## src/rtl/atom_decimator_10x_if.sv

```systemverilog
// atom_decimator_10x_if
//   Sample-stream bundle for the 10x decimator.
//   master : sample source / result consumer (drives in_valid, in_sample)
//   slave  : decimator (drives in_ready, out_valid, out_sample)
//   in_valid   1  input sample offered
//   in_ready   1  decimator can accept a sample
//   in_sample  8  signed input sample
//   out_valid  1  one-cycle pulse, out_sample updated
//   out_sample 8  signed decimated sample, held until next out_valid
interface atom_decimator_10x_if;
  logic       in_valid;
  logic       in_ready;
  logic [7:0] in_sample;
  logic       out_valid;
  logic [7:0] out_sample;

  modport master (
    output in_valid, in_sample,
    input  in_ready, out_valid, out_sample
  );

  modport slave (
    input  in_valid, in_sample,
    output in_ready, out_valid, out_sample
  );
endinterface

```

## src/rtl/atom_decimator_10x.sv

```systemverilog
// atom_decimator_10x
//   10-tap FIR with 10x decimation. Each accepted 8-bit signed sample is
//   multiplied bit-serially (LSB first, MSB weight subtracted) by the tap for
//   the current phase over 8 cycles, then added into a 20-bit accumulator.
//   After tap 9 the accumulator is scaled by >>>7 and emitted as one 8-bit
//   signed sample.
// Parameters
//   COEFS   packed signed Q0.7 taps, tap k = COEFS[8k+7:8k], k = 0..9
// Ports
//   clk      clock, all logic on posedge
//   reset_n  asynchronous active-low reset
//   sync     realign: clear tap phase and accumulator
//   bus      sample stream (slave side of atom_decimator_10x_if)
//   phase    index of the next tap to apply, 0..9
// Configuration
//   DECIM_SAT_EN  defined: clamp result to [-128,127]; undefined: wrap to 8 bits
module atom_decimator_10x #(
  parameter logic [79:0] COEFS = 80'h0D0D0D0D0D0D0D0D0D0D
) (
  input  logic                 clk,
  input  logic                 reset_n,
  input  logic                 sync,
  atom_decimator_10x_if.slave  bus,
  output logic [3:0]           phase
);

  typedef enum logic [1:0] {S_IDLE, S_MAC, S_ACC} state_t;

  state_t             state_q;
  logic        [7:0]  shift_q;
  logic        [7:0]  coef_q;
  logic        [15:0] prod_q;
  logic        [2:0]  bit_q;
  logic signed [19:0] acc_q;
  logic        [3:0]  phase_q;
  logic               sync_pend_q;
  logic               in_ready_q;
  logic               out_valid_q;
  logic        [7:0]  out_sample_q;

  logic        [7:0]  tap_sel;
  logic        [15:0] coef_sh;
  logic        [15:0] prod_d;
  logic signed [19:0] acc_d;
  logic        [7:0]  result;

  // A sync coinciding with an accept forces tap 0 for that sample.
  always_comb begin
    tap_sel = '0;
    for (int unsigned k = 0; k < 10; k++) begin
      if ((sync ? 4'd0 : phase_q) == k[3:0]) tap_sel = COEFS[8*k +: 8];
    end
  end

  // One partial product per cycle; bit 7 carries negative weight.
  always_comb begin
    coef_sh = {{8{coef_q[7]}}, coef_q} << bit_q;
    prod_d  = prod_q;
    if (shift_q[0]) prod_d = (bit_q == 3'd7) ? prod_q - coef_sh : prod_q + coef_sh;
  end

  assign acc_d = acc_q + {{4{prod_q[15]}}, prod_q};

`ifdef DECIM_SAT_EN
  logic signed [12:0] res_full;
  always_comb begin
    res_full = acc_d[19:7];
    if (res_full > 13'sd127)       result = 8'h7F;
    else if (res_full < -13'sd128) result = 8'h80;
    else                           result = res_full[7:0];
  end
`else
  assign result = acc_d[14:7];
`endif

  always_ff @(posedge clk or negedge reset_n) begin
    if (!reset_n) begin
      state_q      <= S_IDLE;
      shift_q      <= '0;
      coef_q       <= '0;
      prod_q       <= '0;
      bit_q        <= '0;
      acc_q        <= '0;
      phase_q      <= '0;
      sync_pend_q  <= 1'b0;
      in_ready_q   <= 1'b1;
      out_valid_q  <= 1'b0;
      out_sample_q <= '0;
    end else begin
      out_valid_q <= 1'b0;
      case (state_q)
        S_IDLE: begin
          if (sync) begin
            phase_q <= '0;
            acc_q   <= '0;
          end
          if (bus.in_valid) begin
            shift_q    <= bus.in_sample;
            coef_q     <= tap_sel;
            prod_q     <= '0;
            bit_q      <= '0;
            in_ready_q <= 1'b0;
            state_q    <= S_MAC;
          end
        end
        S_MAC: begin
          if (sync) sync_pend_q <= 1'b1;
          prod_q  <= prod_d;
          shift_q <= shift_q >> 1;
          bit_q   <= bit_q + 3'd1;
          if (bit_q == 3'd7) state_q <= S_ACC;
        end
        S_ACC: begin
          // A sync seen during this operation drops its product entirely.
          if (sync || sync_pend_q) begin
            acc_q       <= '0;
            phase_q     <= '0;
            sync_pend_q <= 1'b0;
          end else if (phase_q == 4'd9) begin
            acc_q        <= '0;
            phase_q      <= '0;
            out_sample_q <= result;
            out_valid_q  <= 1'b1;
          end else begin
            acc_q   <= acc_d;
            phase_q <= phase_q + 4'd1;
          end
          in_ready_q <= 1'b1;
          state_q    <= S_IDLE;
        end
        default: state_q <= S_IDLE;
      endcase
    end
  end

  assign bus.in_ready   = in_ready_q;
  assign bus.out_valid  = out_valid_q;
  assign bus.out_sample = out_sample_q;
  assign phase          = phase_q;

endmodule

```

## src/flat_wrapper.sv

```systemverilog
// flat-port wrapper written by rule: the top's interface ports become plain ports
module atom_decimator_10x_flat 
#(
  parameter logic [79:0] COEFS = 80'h0D0D0D0D0D0D0D0D0D0D
)
  (clk, reset_n, sync, phase, bus_in_valid, bus_in_sample, bus_in_ready, bus_out_valid, bus_out_sample);
  atom_decimator_10x_if bus_i ();
  input  logic clk;
  input  logic reset_n;
  input  logic sync;
  output logic [3:0] phase;
  input wire logic [$bits(bus_i.in_valid)-1:0] bus_in_valid;
  input wire logic [$bits(bus_i.in_sample)-1:0] bus_in_sample;
  output wire logic [$bits(bus_i.in_ready)-1:0] bus_in_ready;
  output wire logic [$bits(bus_i.out_valid)-1:0] bus_out_valid;
  output wire logic [$bits(bus_i.out_sample)-1:0] bus_out_sample;
  assign bus_i.in_valid = bus_in_valid;
  assign bus_i.in_sample = bus_in_sample;
  assign bus_in_ready = bus_i.in_ready;
  assign bus_out_valid = bus_i.out_valid;
  assign bus_out_sample = bus_i.out_sample;
  atom_decimator_10x #(.COEFS(COEFS)) u_core (.clk(clk), .reset_n(reset_n), .sync(sync), .bus(bus_i), .phase(phase));
endmodule
```

## config.mk

```make
export PLATFORM = sky130hd
export DESIGN_NAME = atom_decimator_10x_flat
export DESIGN_NICKNAME = d
export VERILOG_FILES = /design/src/rtl/atom_decimator_10x_if.sv /design/src/rtl/atom_decimator_10x.sv /design/src/flat_wrapper.sv
export SDC_FILE = /design/constraint.sdc
export NUM_CORES = 1
export LEC_CHECK = 0
export BUFFER_PORTS_ARGS = -buffer_cell sky130_fd_sc_hd__buf_2
export CAP_MARGIN = 25
export CORE_MARGIN = 3
export CORE_UTILIZATION = 45
export CTS_CLUSTER_SIZE = 14
export DETAILED_ROUTE_END_ITERATION = 7
export MAX_ROUTING_LAYER = met4
export PLACE_DENSITY_LB_ADDON = 0.05
export SLEW_MARGIN = 20
export SYNTH_ARGS = -nofsm -noshare
export SYNTH_HDL_FRONTEND = slang
export SYNTH_SLANG_ARGS = --single-unit
```

## constraint.sdc

```tcl
create_clock -name clk -period 6 [get_ports clk]
set_input_delay 1.8 -clock clk [delete_from_list [all_inputs] [get_ports clk]]
set_output_delay 1.8 -clock clk [all_outputs]
set_load 0.02 [all_outputs]
```

==> impl_results.md <==
* Num ports at 26
* RR Startpoint: u_core.bit_q[1]$_DFFE_PN0P_
* Layout cells sized above 1 at between 10% and 20%
* Hold_buf cts at 0
* Req. time, crit path at about 6200 ps
* Max Fclk at 0.261 GHz
* Clk_lat worst skew at ~330 ps
* Core Util, Final at 51.5%
* Num CTS Buffers at 9
* Initial Util at 46.6%
* PwrDens at roughly 520 mW/mm2
* Antenna cells at 0
* Static leakage at roughly 2.1 nW
* Tmin final at 3830 ps
* First-pass GRT wire length at 16.0 mm
* GR Util All Layers at roughly a fifth
* Post-synth net total at 504
* Root Driver: clkbuf_8
* Final Hold Viols at 0
* Reg-to-reg endpoint: u_core.prod_q[14]$_DFFE_PN0P_
* Post-route clock period utilization at 63.9%
* Clock net sink count at approximately 60
* Layout fillers at around 790
* Post-DP HPWL at 6.88 mm
* Area grow syn2layout at 10.6%
* Maximum fanout along the worst path at 18
* Die Footprint at 0.0102 mm2
* Min-delay src: u_core.bus.in_ready$_DFFE_PN1P_
* RSZ-0062 raised after global routing: false
* Final antenna-violating net count at 0
* Hold_ws at 463 ps
* DR WL/cell at 15.7 um
* Drt drc at 0
* Final Skew at roughly 14 ps
* Routed wire length at 9.33 mm
* MaxCap Viol Count at 0
* Post-CTS setup buffer count at 0
* Ys async rst share at 100%
* R2R depth at 14
* Synth Area in Adders at 11.1%
* Clk slew on worst S/H paths at about 80 ps
* Longest Clk Path Bufs at 2
* Die Height at 101 um
* Main combinational cell family by area after synthesis: compound AO/OA/AOI/OAI gates
* Drt pass-1 iters at 4
* Routability cong. at 0.920
* Row cnt at 34
* Multiplexer share of the synthesized area at ~2.6%
* Initial antenna violation count at 0
* Hold WC Path Type: reg2reg
* Simple-gate share of the synthesized area at 16.3%
* Via count at 3432
* Status: finished clean
* FF+latch count, synth at 59
* Compound-Gate Fraction of Synth Area at roughly a quarter
* Setup violators final at 0
* Slew headroom at 41.5%
* Top_reg_cell synth: dfrtp_1
* CP Capture Type: flip-flop
* Largest net degree at the start of global routing at 60
* Cell variety after synth at 58
* Max Slew Vio Count at 0
* Pre-CTS setup slack at 2260 ps
* IO buf count at 25
* Final WS setup at 2170 ps
* Final #Nets at 527
* Post_cts resized at 0
* CP startpoint kind: flip-flop
* Sink of the worst hold path: u_core.bus.in_ready$_DFFE_PN1P_
* Setup CP Type: reg2reg
* Ys Warns at 0
* Mapped Cells at 457
* Post-synthesis xor/xnor area fraction at under 10%
* CTS tree: done
* Worst hold stages at 2
* Gr ovfl total at 0
* Core Area at 0.00876 mm2
* DIE WIDTH at between 100 and 150 um
* Mapped cell area at approximately 0.004 mm2
* Vias in the first global route at 3263
* EDFF count, synth at 0
* H-tree levels at 3
* DRT iter0 DRCs at 135
* Maximum vdd drop at 276 uV
* Total Neg Setup Slack at 0 ps
* Slew @ Worst Pin at 874 ps
* Sequential-to-total area share from yosys stat at 36.2%
* Via density per instance at 5.79
* Syn avg cell area at ~9 um2
* Reg2reg setup slack at 2170 ps
* CP arrival at about 4100 ps
worst max-delay path, cell delays in order (launching register included):
cell,delay [ps]
dfrtp_1,680
ha_1,260
ha_1,530
nand2_1,140
nor2_1,140
a21oi_1,60
o32ai_1,150
a21oi_1,110
ha_1,360
a21o_1,210
a21oi_1,220
a21oi_1,160
o21ai_1,250
a21oi_1,110
o32a_1,330
synthesized netlist by cell type (2+ instances only):
cell	n	area (um2)
nand2b_1	7	43.8
nor2_1	30	113
a211o_1	3	26.3
a211oi_1	3	22.5
o21bai_1	5	37.5
o31ai_1	4	30.0
a21boi_1	2	15.0
ha_1	33	413
buf_2	2	10.0
or3_1	5	31.3
mux2_2	6	67.6
nor2b_1	5	31.3
nand3_1	7	35.0
inv_1	13	48.8
and3_1	6	37.5
xor2_1	8	70.1
a21o_1	14	105
o211ai_1	5	37.5
mux2i_1	4	40.0
a22o_1	10	87.6
and2_1	3	18.8
a21oi_1	41	205
xnor2_1	12	105
a31oi_1	2	12.5
o21ai_0	41	205
clkbuf_1	12	45.0
inv_2	3	11.3
a32o_1	6	60.1
fa_1	2	40.0
or2_2	2	12.5
o21ai_1	7	35.0
nor3_1	7	35.0
nand4_1	3	18.8
dfrtp_1	58	1450
nor3b_1	8	60.1
nand2_1	52	195
o21a_1	5	37.5
per-layer routing:
layer	vias to the layer above	wire length [um]	track usage, %
met1	1614	4460	27.0
met2	77	4410	31.6
met4	0	120	6.54
met3	17	340	3.03
li1	1724	-	-
met5	-	0	-
report_power, final:
group,internal (mW),total (mW),switching [mW]
Sequential,0.487,0.629,0.142
Combinational,0.588,1.34,0.753
Clock,0.207,0.386,0.179
kinds of logic after synthesis:
family / count (synthesis)
fa+ha+maj: 35
simple gates: 139
xor+xnor: 20
flops: 59
mux: 10
compound gates: 163
buf+inv: 31
how the worst max path moves through the flow:
stage                                 from                            end  slack (ps)  cells after the start
6_report       u_core.bit_q[1]$_DFFE_PN0P_  u_core.prod_q[14]$_DFFE_PN0P_        2170                     14
5_1_grt        u_core.bit_q[1]$_DFFE_PN0P_  u_core.prod_q[14]$_DFFE_PN0P_        1830                     14
4_1_cts        u_core.bit_q[1]$_DFFE_PN0P_  u_core.prod_q[14]$_DFFE_PN0P_        2220                     14
3_5_place_dp   u_core.bit_q[1]$_DFFE_PN0P_   u_core.prod_q[7]$_DFFE_PN0P_        2260                     10
3_3_place_gp   u_core.bit_q[1]$_DFFE_PN0P_  u_core.prod_q[14]$_DFFE_PN0P_        2350                     14
2_1_floorplan  u_core.bit_q[0]$_DFFE_PN0P_   u_core.prod_q[7]$_DFFE_PN0P_        2720                     12
layout by cell type, fill, tap and decap left out, types with 7 or more instances in the layout:
| master | synthesis | routed |
|---|---|---|
| dfrtp_1 | 58 | 58 |
| nand2_1 | 52 | 52 |
| a21oi_1 | 41 | 41 |
| o21ai_0 | 41 | 41 |
| ha_1 | 33 | 33 |
| nor2_1 | 30 | 30 |
| buf_2 | 2 | 25 |
| a21o_1 | 14 | 14 |
| inv_1 | 13 | 13 |
| xnor2_1 | 12 | 12 |
| a22o_1 | 10 | 10 |
| clkbuf_8 | 0 | 10 |
| xor2_1 | 8 | 8 |
| nor3b_1 | 8 | 8 |
| nor3_1 | 7 | 7 |
| nand3_1 | 7 | 7 |
| nand2b_1 | 7 | 7 |
| o21ai_1 | 7 | 7 |
flip-flops by register name, indices dropped and copies added, names as in the netlist:
signal,flops
u_core.bit_q,3
u_core.state_q,2
u_core.coef_q,1
u_core.acc_q,15
u_core.sync_pend_q,1
u_core.bus.out_sample,8
u_core.shift_q,8
u_core.bus.in_ready,1
u_core.phase,4
u_core.bus.out_valid,1
u_core.prod_q,15
area by class of cell:
| type | count | area, um2 | share of cell area, % |
|---|---|---|---|
| multi-input combinational | 367 | 2490 | 55.1 |
| sequential | 59 | 1480 | 32.7 |
| timing repair buffer | 27 | 144 | 3.19 |
| clock buffer | 10 | 138 | 3.05 |
| tap | 108 | 135 | 2.99 |
| clock inverter | 6 | 71.3 | 1.58 |
| inverter | 16 | 60.1 | 1.33 |
stage by stage:
step | instances | power, mW | cell area, um2
final | 593 | 2.36 | 4510
after global routing | 593 | 2.57 | 4510
after CTS | 593 | 2.37 | 4510
after detailed placement | 577 | 1.97 | 4300
after global placement | 576 | 1.94 | 4290
after floorplan | 457 | 1.67 | 4080
No activity file was read; power rests on OpenSTA's default activity.
